<file path="config.mk">
export PLATFORM = sky130hd
export DESIGN_NAME = ps2_key_tx
export DESIGN_NICKNAME = d
export VERILOG_FILES = /design/src/rtl/ps2_key_tx.sv
export SDC_FILE = /design/constraint.sdc
export NUM_CORES = 1
export LEC_CHECK = 0
export BUFFER_PORTS_ARGS = -buffer_cell sky130_fd_sc_hd__clkbuf_2
export CELL_PAD_IN_SITES_DETAIL_PLACEMENT = 0
export CELL_PAD_IN_SITES_GLOBAL_PLACEMENT = 2
export CORE_MARGIN = 4
export CORE_UTILIZATION = 41
export CTS_CLUSTER_SIZE = 10
export DETAILED_ROUTE_END_ITERATION = 6
export PLACE_DENSITY_LB_ADDON = 0.1
export SYNTH_ARGS = -nofsm -noshare
export SYNTH_HDL_FRONTEND = slang
export SYNTH_SLANG_ARGS = --single-unit
</file>
<file path="constraint.sdc">
create_clock -name i_clk -period 7.1 [get_ports i_clk]
set_input_delay 0.71 -clock i_clk [delete_from_list [all_inputs] [get_ports i_clk]]
set_output_delay 0.71 -clock i_clk [all_outputs]
set_load 0.005 [all_outputs]
</file>
<file path="src/rtl/ps2_key_tx.sv">
// PS/2 device-side keystroke transmitter: sends a make frame, optionally followed by
// 0xF0 and the break frame, as 11-bit odd-parity frames with a fixed inter-frame gap.
module ps2_key_tx #(
  parameter int HALF_PERIOD = 4,
  parameter int GAP_CYCLES  = 8
) (
  input  logic       i_clk,
  input  logic       i_rst_n,
  input  logic       i_key_valid,
  input  logic [7:0] i_key_code,
  input  logic       i_break_en,
  output logic       o_ps_clk,
  output logic       o_ps_data,
  output logic       o_busy,
  output logic       o_done
);

  localparam logic [7:0] HP_LAST    = 8'(HALF_PERIOD - 1);
  localparam logic [7:0] GAP_LAST   = 8'(GAP_CYCLES - 1);
  localparam logic [7:0] BREAK_CODE = 8'hF0;

  typedef enum logic [1:0] {
    S_IDLE,
    S_BIT_HI,
    S_BIT_LO,
    S_GAP
  } state_t;

  state_t      r_state, w_state_nxt;
  logic [7:0]  r_timer, w_timer_nxt;
  logic [3:0]  r_bit, w_bit_nxt;
  logic [1:0]  r_frame, w_frame_nxt;
  logic [7:0]  r_code, w_code_nxt;
  logic        r_brk, w_brk_nxt;
  logic        r_ps_clk, r_ps_data, r_busy, r_done;
  logic        w_done_nxt, w_data_nxt;
  logic [1:0]  w_last_frame;
  logic [7:0]  w_byte_nxt;
  logic [15:0] w_frame_vec;

  always_comb begin
    w_state_nxt  = r_state;
    w_timer_nxt  = r_timer;
    w_bit_nxt    = r_bit;
    w_frame_nxt  = r_frame;
    w_code_nxt   = r_code;
    w_brk_nxt    = r_brk;
    w_done_nxt   = 1'b0;
    w_last_frame = r_brk ? 2'd2 : 2'd0;

    case (r_state)
      S_IDLE: begin
        if (i_key_valid) begin
          w_state_nxt = S_BIT_HI;
          w_timer_nxt = 8'd0;
          w_bit_nxt   = 4'd0;
          w_frame_nxt = 2'd0;
          w_code_nxt  = i_key_code;
          w_brk_nxt   = i_break_en;
        end
      end
      S_BIT_HI: begin
        if (r_timer == HP_LAST) begin
          w_state_nxt = S_BIT_LO;
          w_timer_nxt = 8'd0;
        end else begin
          w_timer_nxt = r_timer + 8'd1;
        end
      end
      S_BIT_LO: begin
        if (r_timer == HP_LAST) begin
          w_timer_nxt = 8'd0;
          if (r_bit == 4'd10) begin
            w_state_nxt = S_GAP;
          end else begin
            w_state_nxt = S_BIT_HI;
            w_bit_nxt   = r_bit + 4'd1;
          end
        end else begin
          w_timer_nxt = r_timer + 8'd1;
        end
      end
      S_GAP: begin
        if (r_timer == GAP_LAST) begin
          w_timer_nxt = 8'd0;
          if (r_frame == w_last_frame) begin
            w_state_nxt = S_IDLE;
            w_done_nxt  = 1'b1;
          end else begin
            w_state_nxt = S_BIT_HI;
            w_bit_nxt   = 4'd0;
            w_frame_nxt = r_frame + 2'd1;
          end
        end else begin
          w_timer_nxt = r_timer + 8'd1;
        end
      end
      default: w_state_nxt = S_IDLE;
    endcase
  end

  // Line value is derived from next-state so the registered outputs line up with the state.
  always_comb begin
    w_byte_nxt  = (w_frame_nxt == 2'd1) ? BREAK_CODE : w_code_nxt;
    w_frame_vec = {5'b11111, 1'b1, ~^w_byte_nxt, w_byte_nxt, 1'b0};
    w_data_nxt  = 1'b1;
    if (w_state_nxt == S_BIT_HI || w_state_nxt == S_BIT_LO) begin
      w_data_nxt = w_frame_vec[w_bit_nxt];
    end
  end

  always_ff @(posedge i_clk or negedge i_rst_n) begin
    if (!i_rst_n) begin
      r_state   <= S_IDLE;
      r_timer   <= 8'd0;
      r_bit     <= 4'd0;
      r_frame   <= 2'd0;
      r_code    <= 8'd0;
      r_brk     <= 1'b0;
      r_ps_clk  <= 1'b1;
      r_ps_data <= 1'b1;
      r_busy    <= 1'b0;
      r_done    <= 1'b0;
    end else begin
      r_state   <= w_state_nxt;
      r_timer   <= w_timer_nxt;
      r_bit     <= w_bit_nxt;
      r_frame   <= w_frame_nxt;
      r_code    <= w_code_nxt;
      r_brk     <= w_brk_nxt;
      r_ps_clk  <= (w_state_nxt != S_BIT_LO);
      r_ps_data <= w_data_nxt;
      r_busy    <= (w_state_nxt != S_IDLE);
      r_done    <= w_done_nxt;
    end
  end

  assign o_ps_clk  = r_ps_clk;
  assign o_ps_data = r_ps_data;
  assign o_busy    = r_busy;
  assign o_done    = r_done;

endmodule

</file>
# == After elaboration in Yosys (flattened, before gate mapping) ==
# Index checks and enable logic that the tools add are counted.
# word_totals
regBits,29
output_inout_bits,4
word_cells,63
# classes
n_addsub,3
order_cmp,1
n_eq_ne,12
n_mux,31
n_reduce_logical,6
# ops
cell,n
2-to-1 mux 8 bit,6
one-hot mux 8 bit (3 select lines),1
2-to-1 mux 4 bit,5
2-to-1 mux 2 bit,9
one-hot mux 4 bit (3 select lines),1
adder 8 x 1 -> 8 bit (second input constant),1
equality test 8 x 2 -> 1 bit (second input constant),1
equality test 8 x 3 -> 1 bit (second input constant),1
one-hot mux 2 bit (4 select lines),1
XNOR reduction 8 bit,1
equality test 2 x 1 -> 1 bit (second input constant),3
equality test 2 bit (second input constant),3
2-to-1 mux 1 bit,6
less-than comparator 4 x 5 -> 1 bit (second input constant),1
adder 4 x 1 -> 4 bit (second input constant),1
binary-select mux 1 bit (select 4 bit),1
equality test 4 bit (second input constant),1
!= test 2 bit (second input constant),2
one-hot mux 2 bit (2 select lines),1
adder 2 x 1 -> 2 bit (second input constant),1
equality test 2 bit,1
logical NOT 2 bit,1
AND reduction 2 bit,1
nonzero test 2 bit,1
other kinds (2),2

# == Logic depth before layout (Yosys ltp) ==
# depth
word_depth,11
ltp_mapped,10

# == Worst setup path after synthesis ==
# OpenSTA, ideal clock, no wires.
# synth_path
kind,flip-flop to flip-flop
from,reg r_state[0]
to,reg r_ps_data (netlist: o_ps_data)
setup_ns,0.084
arrival_time_ns,2.251
required_time_ns,7.016
setup_slack_ns,4.766
stages_incl_launch_ff,11
n_path_buf,0
cell_sequence,dfrtp_1 inv_1 ha_1 and2b_2 a31oi_1 nand3_4 a221oi_4 inv_2 a22oi_2 o221ai_1 a311o_1
# synth_between
word_cells_on_any_way,21
classes_between,6 x eq/ne; 12 x mux; 3 x reduce/logical
# synth_rtl
item,line,source
start: declaration,29,"state_t r_state, w_state_nxt;"
start signal: assignment,125,r_state <= w_state_nxt;
equality test 2 bit or logical NOT 2 bit (tied branches),51,case (r_state)
one-hot mux 4 bit (3 select lines) *,51,
net w_bit_nxt[2],31,"logic [3:0] r_bit, w_bit_nxt;"
binary-select mux 1 bit (select 4 bit) *,108,w_data_nxt = w_frame_vec[w_bit_nxt];
2-to-1 mux 1 bit (not written as such) *,108,
2-to-1 mux 1 bit *,107,if (w_state_nxt == S_BIT_HI || w_state_nxt == S_BIT_LO) begin
net w_data_nxt,36,"logic w_done_nxt, w_data_nxt;"
end signal: assignment,132,r_ps_data <= w_data_nxt;
end: declaration,35,"logic r_ps_clk, r_ps_data, r_busy, r_done;"
# The timed path passes the listed nets; every way through them passes the cells marked *. The select of a mux whose other input is x is not followed.
# A chain may end at the register's enable or synchronous reset.

# == Worst setup path in the final report ==
# Ends and elaborated chain as after synthesis.

==> qor.csv <==
stage,metric,value,unit
synth,"Net Count, Synth",212,
power,Total Power,321,uW
setup_path,CP required,7.31,ns
global_route,first-pass GRT wire length,7270,um
timing,endpoints failing hold,0,
synth,share of flip-flops with an asynchronous set or reset,100,%
synth,average size of a mapped cell,10.1,sq um
setup_path,"Arr. time, crit path",2.90,ns
power,Leakage,0.00101,uW
synth,"EDFF count, synth",0,
clocking,setup bufs post-CTS,0,
routing,Vias,1454,
synth,post-synthesis sequential area ratio,38.0,%
hold_path,Hold WC Path Type,in -> async,
setup_path,Worst setup SP type,flop,
placement,dpl hpwl,3250,um
routing,Vias/cell,5.51,
timing,final max-slew violation count,0,
clocking,cts hold-fix bufs,0,
global_route,vias in the first global route,1491,
floorplan,# rows,24,
timing,RSZ-0062 raised after global routing,false,
timing,Tcrit/Tclk final,37.9,%
floorplan,Initial Util,43.1,%
timing,Hold WS,0.486,ns
finish,diodes inserted,0,
setup_path,worst r2r src,r_state[0],
finish,area grow syn2layout,11.8,%
setup_path,worst reg-to-reg path cell count,10,
routing,first-pass iteration count of the detailed router,4,
global_route,Total GRT Usage,15.6,%
status,outcome,completed,
routing,final antenna-violating net count,0,
timing,Slew @ Worst Pin,0.749,ns
clocking,"Clk Latency, worst-skew pair",0.28,ns
global_route,total grt overflow,0,
clocking,maximum clock path buffer count,2,
clocking,Post-CTS Resized,0,
floorplan,I/O Pins,16,
routing,final wirelength,4210,um
power,Power Density,150,nW/um^2
finish,layout cell share with drive strength beyond 1,24.1,%
floorplan,Die Height,76.4,um
synth,Synth Flop Type,dfrtp_1,
power,Comb pwr share,4.7,%
floorplan,die area,5830,sq um
power,peak supply drop,72.5,uV
synth,Syn Std Cell Area,1920,sq um
power,Seq pwr share,51.5,%
synth,Mapped Cells,190,
routing,DR WL/cell,16.0,um
timing,total negative setup slack,0,ns
timing,Max Clock Freq,371,MHz
global_route,initial antenna violation count,0,
timing,Final Setup Violations,0,
power,Sw Pwr,70.1,uW
power,clock share of power,43.8,%
finish,fin nets,233,
power,Sw Share,21.8,%
placement,GPL Wtd Cong,0.855,
timing,Slew HR,50.0,%
clocking,"Clk pin slew, worst setup/hold paths",0.06,ns
placement,PortBufs,15,
global_route,largest net degree at the start of global routing,30,
timing,post-layout min period,2.69,ns
clocking,H-tree levels,2,
routing,Residual DRC,0,
synth,synth unique cells,50,
clocking,CTS tree,done,
timing,clk_skew,0.00198,ns
flow_run,max-cap viol count,0,
setup_path,R2R Setup Slk,4.41,ns
clocking,root buffer cell,clkbuf_8,
floorplan,die width,76.4,um
setup_path,FF-to-FF End,o_ps_data,
setup_path,endpoint class of the critical path,flop,
synth,#FFs+latches synth,29,
power,Pint,251,uW
setup_path,Worst Path Max Fanout,12,
floorplan,Core ar.,4440,sq um
finish,Final Cell Area,2140,sq um
synth,Yosys Warn Count,0,
routing,Initial DRC Count,112,
placement,Placed Area,2050,sq um
clocking,clock sinks,29,
clocking,CTS Buf Count,5,
setup_path,Crit Path Category,reg -> reg,
-- cell usage after synthesis, types with 2 or more instances --
master | instances | area share, %
and2b_2 | 2 | 0.91
nand4_1 | 2 | 0.65
nand2b_1 | 3 | 0.98
mux2_2 | 9 | 5.3
ha_1 | 10 | 6.5
nor3_1 | 5 | 1.3
a21oi_1 | 11 | 2.9
nand3_1 | 4 | 1.0
o21ai_0 | 15 | 3.9
xor2_1 | 3 | 1.4
dfrtp_1 | 27 | 35
nand2_1 | 16 | 3.1
and2_1 | 2 | 0.65
a21o_2 | 2 | 0.91
a21o_1 | 4 | 1.6
xnor2_1 | 13 | 5.9
nor2_1 | 7 | 1.4
mux2i_1 | 5 | 2.6
a31oi_1 | 3 | 0.98
inv_1 | 15 | 2.9
o21a_1 | 2 | 0.78
dfstp_2 | 2 | 2.7
-- state kept, by name, summed over array words and instances (netlist names) --
register   count
o_busy         1
o_done         1
o_ps_clk       1
o_ps_data      1
r_bit          4
r_brk          1
r_code         8
r_frame        2
r_state        2
r_timer        8
-- layer usage --
| layer | wire length [um] | GRT usage [%] |
|---|---|---|
| met1 | 2060 | 21.2 |
| met5 | 0 | 0 |
| met3 | 175 | 3.90 |
| met4 | 57 | 5.62 |
| met2 | 1920 | 23.9 |
-- critical path, cell delays in order, from the launching register on --
cell and delay (ns):
dfrtp_1 0.39, inv_1 0.12, ha_1 0.28, and2b_2 0.31, a31oi_1 0.29, nand3_4 0.15
a21oi_1 0.33, inv_1 0.16, a22oi_2 0.17, o221ai_1 0.13, a311o_1 0.28
-- stage by stage --
step,std cells,setup slack [ns],util [%]
CTS,264,4.40,48.2
detailed placement,256,4.37,46.2
floorplan,190,4.77,-
global placement,256,4.46,46.2
finish,264,4.41,48.2
global route,264,4.19,48.2
-- cell families after synthesis --
kind of cell | after synthesis | share of synthesized area, %
and+or+nand+nor | 53 | 16.8
AOI/OAI and AO/OA | 50 | 19.3
DFF | 29 | 38.0
xor gates and xnor gates | 17 | 8.16
buffers and inverters | 17 | 3.33
muxes | 14 | 7.90
adders and majority gates | 10 | 6.53
-- cell type report --
| type | instances | area, sq um |
|---|---|---|
| Inverter | 16 | 60.1 |
| Fill cell | 449 | 2300 |
| Sequential cell | 29 | 728 |
| Timing Repair Buffer | 15 | 75.1 |
| Clock buffer | 8 | 90.1 |
| Multi-Input combinational cell | 144 | 1120 |
| Tap cell | 52 | 65.1 |
-- cell usage in the layout, fill, tap and decap left out, types with 2 or more instances in the layout --
| cell | instances |
|---|---|
| a21o_2 | 2 |
| inv_1 | 15 |
| a21oi_1 | 11 |
| nand3_1 | 4 |
| mux2i_1 | 5 |
| nand2_1 | 16 |
| and2b_2 | 2 |
| nand2b_1 | 3 |
| clkbuf_2 | 15 |
| a21o_1 | 4 |
| dfrtp_1 | 27 |
| mux2_2 | 9 |
| o21a_1 | 2 |
| ha_1 | 10 |
| nor3_1 | 5 |
| and2_1 | 2 |
| dfstp_2 | 2 |
| nor2_1 | 7 |
| clkbuf_1 | 2 |
| nand4_1 | 2 |
| a31oi_1 | 3 |
| clkbuf_8 | 6 |
| xor2_1 | 3 |
| xnor2_1 | 13 |
| o21ai_0 | 15 |
-- power groups by stage --
stage / clock, uW / combinational (uW) / sequential, uW
global route: 153 / 16.8 / 165
CTS: 147 / 15.5 / 165
floorplan: 0 / 6.72 / 168
global placement: 0 / 14.6 / 168
detailed placement: 0 / 15.5 / 168
finish: 141 / 15.1 / 165
-- how the worst max path moves through the flow --
stage	from	endpoint	slack (ns)	cells past startpoint
after floorplan	r_state[0]	o_ps_data	4.77	10
after global placement	i_key_valid	o_ps_data	4.46	9
after detailed placement	i_key_valid	o_ps_data	4.37	9
after CTS	r_state[0]	o_ps_data	4.40	10
after global routing	r_state[0]	o_ps_data	4.19	10
final	r_state[0]	o_ps_data	4.41	10
No activity file was read; power rests on OpenSTA's default activity.
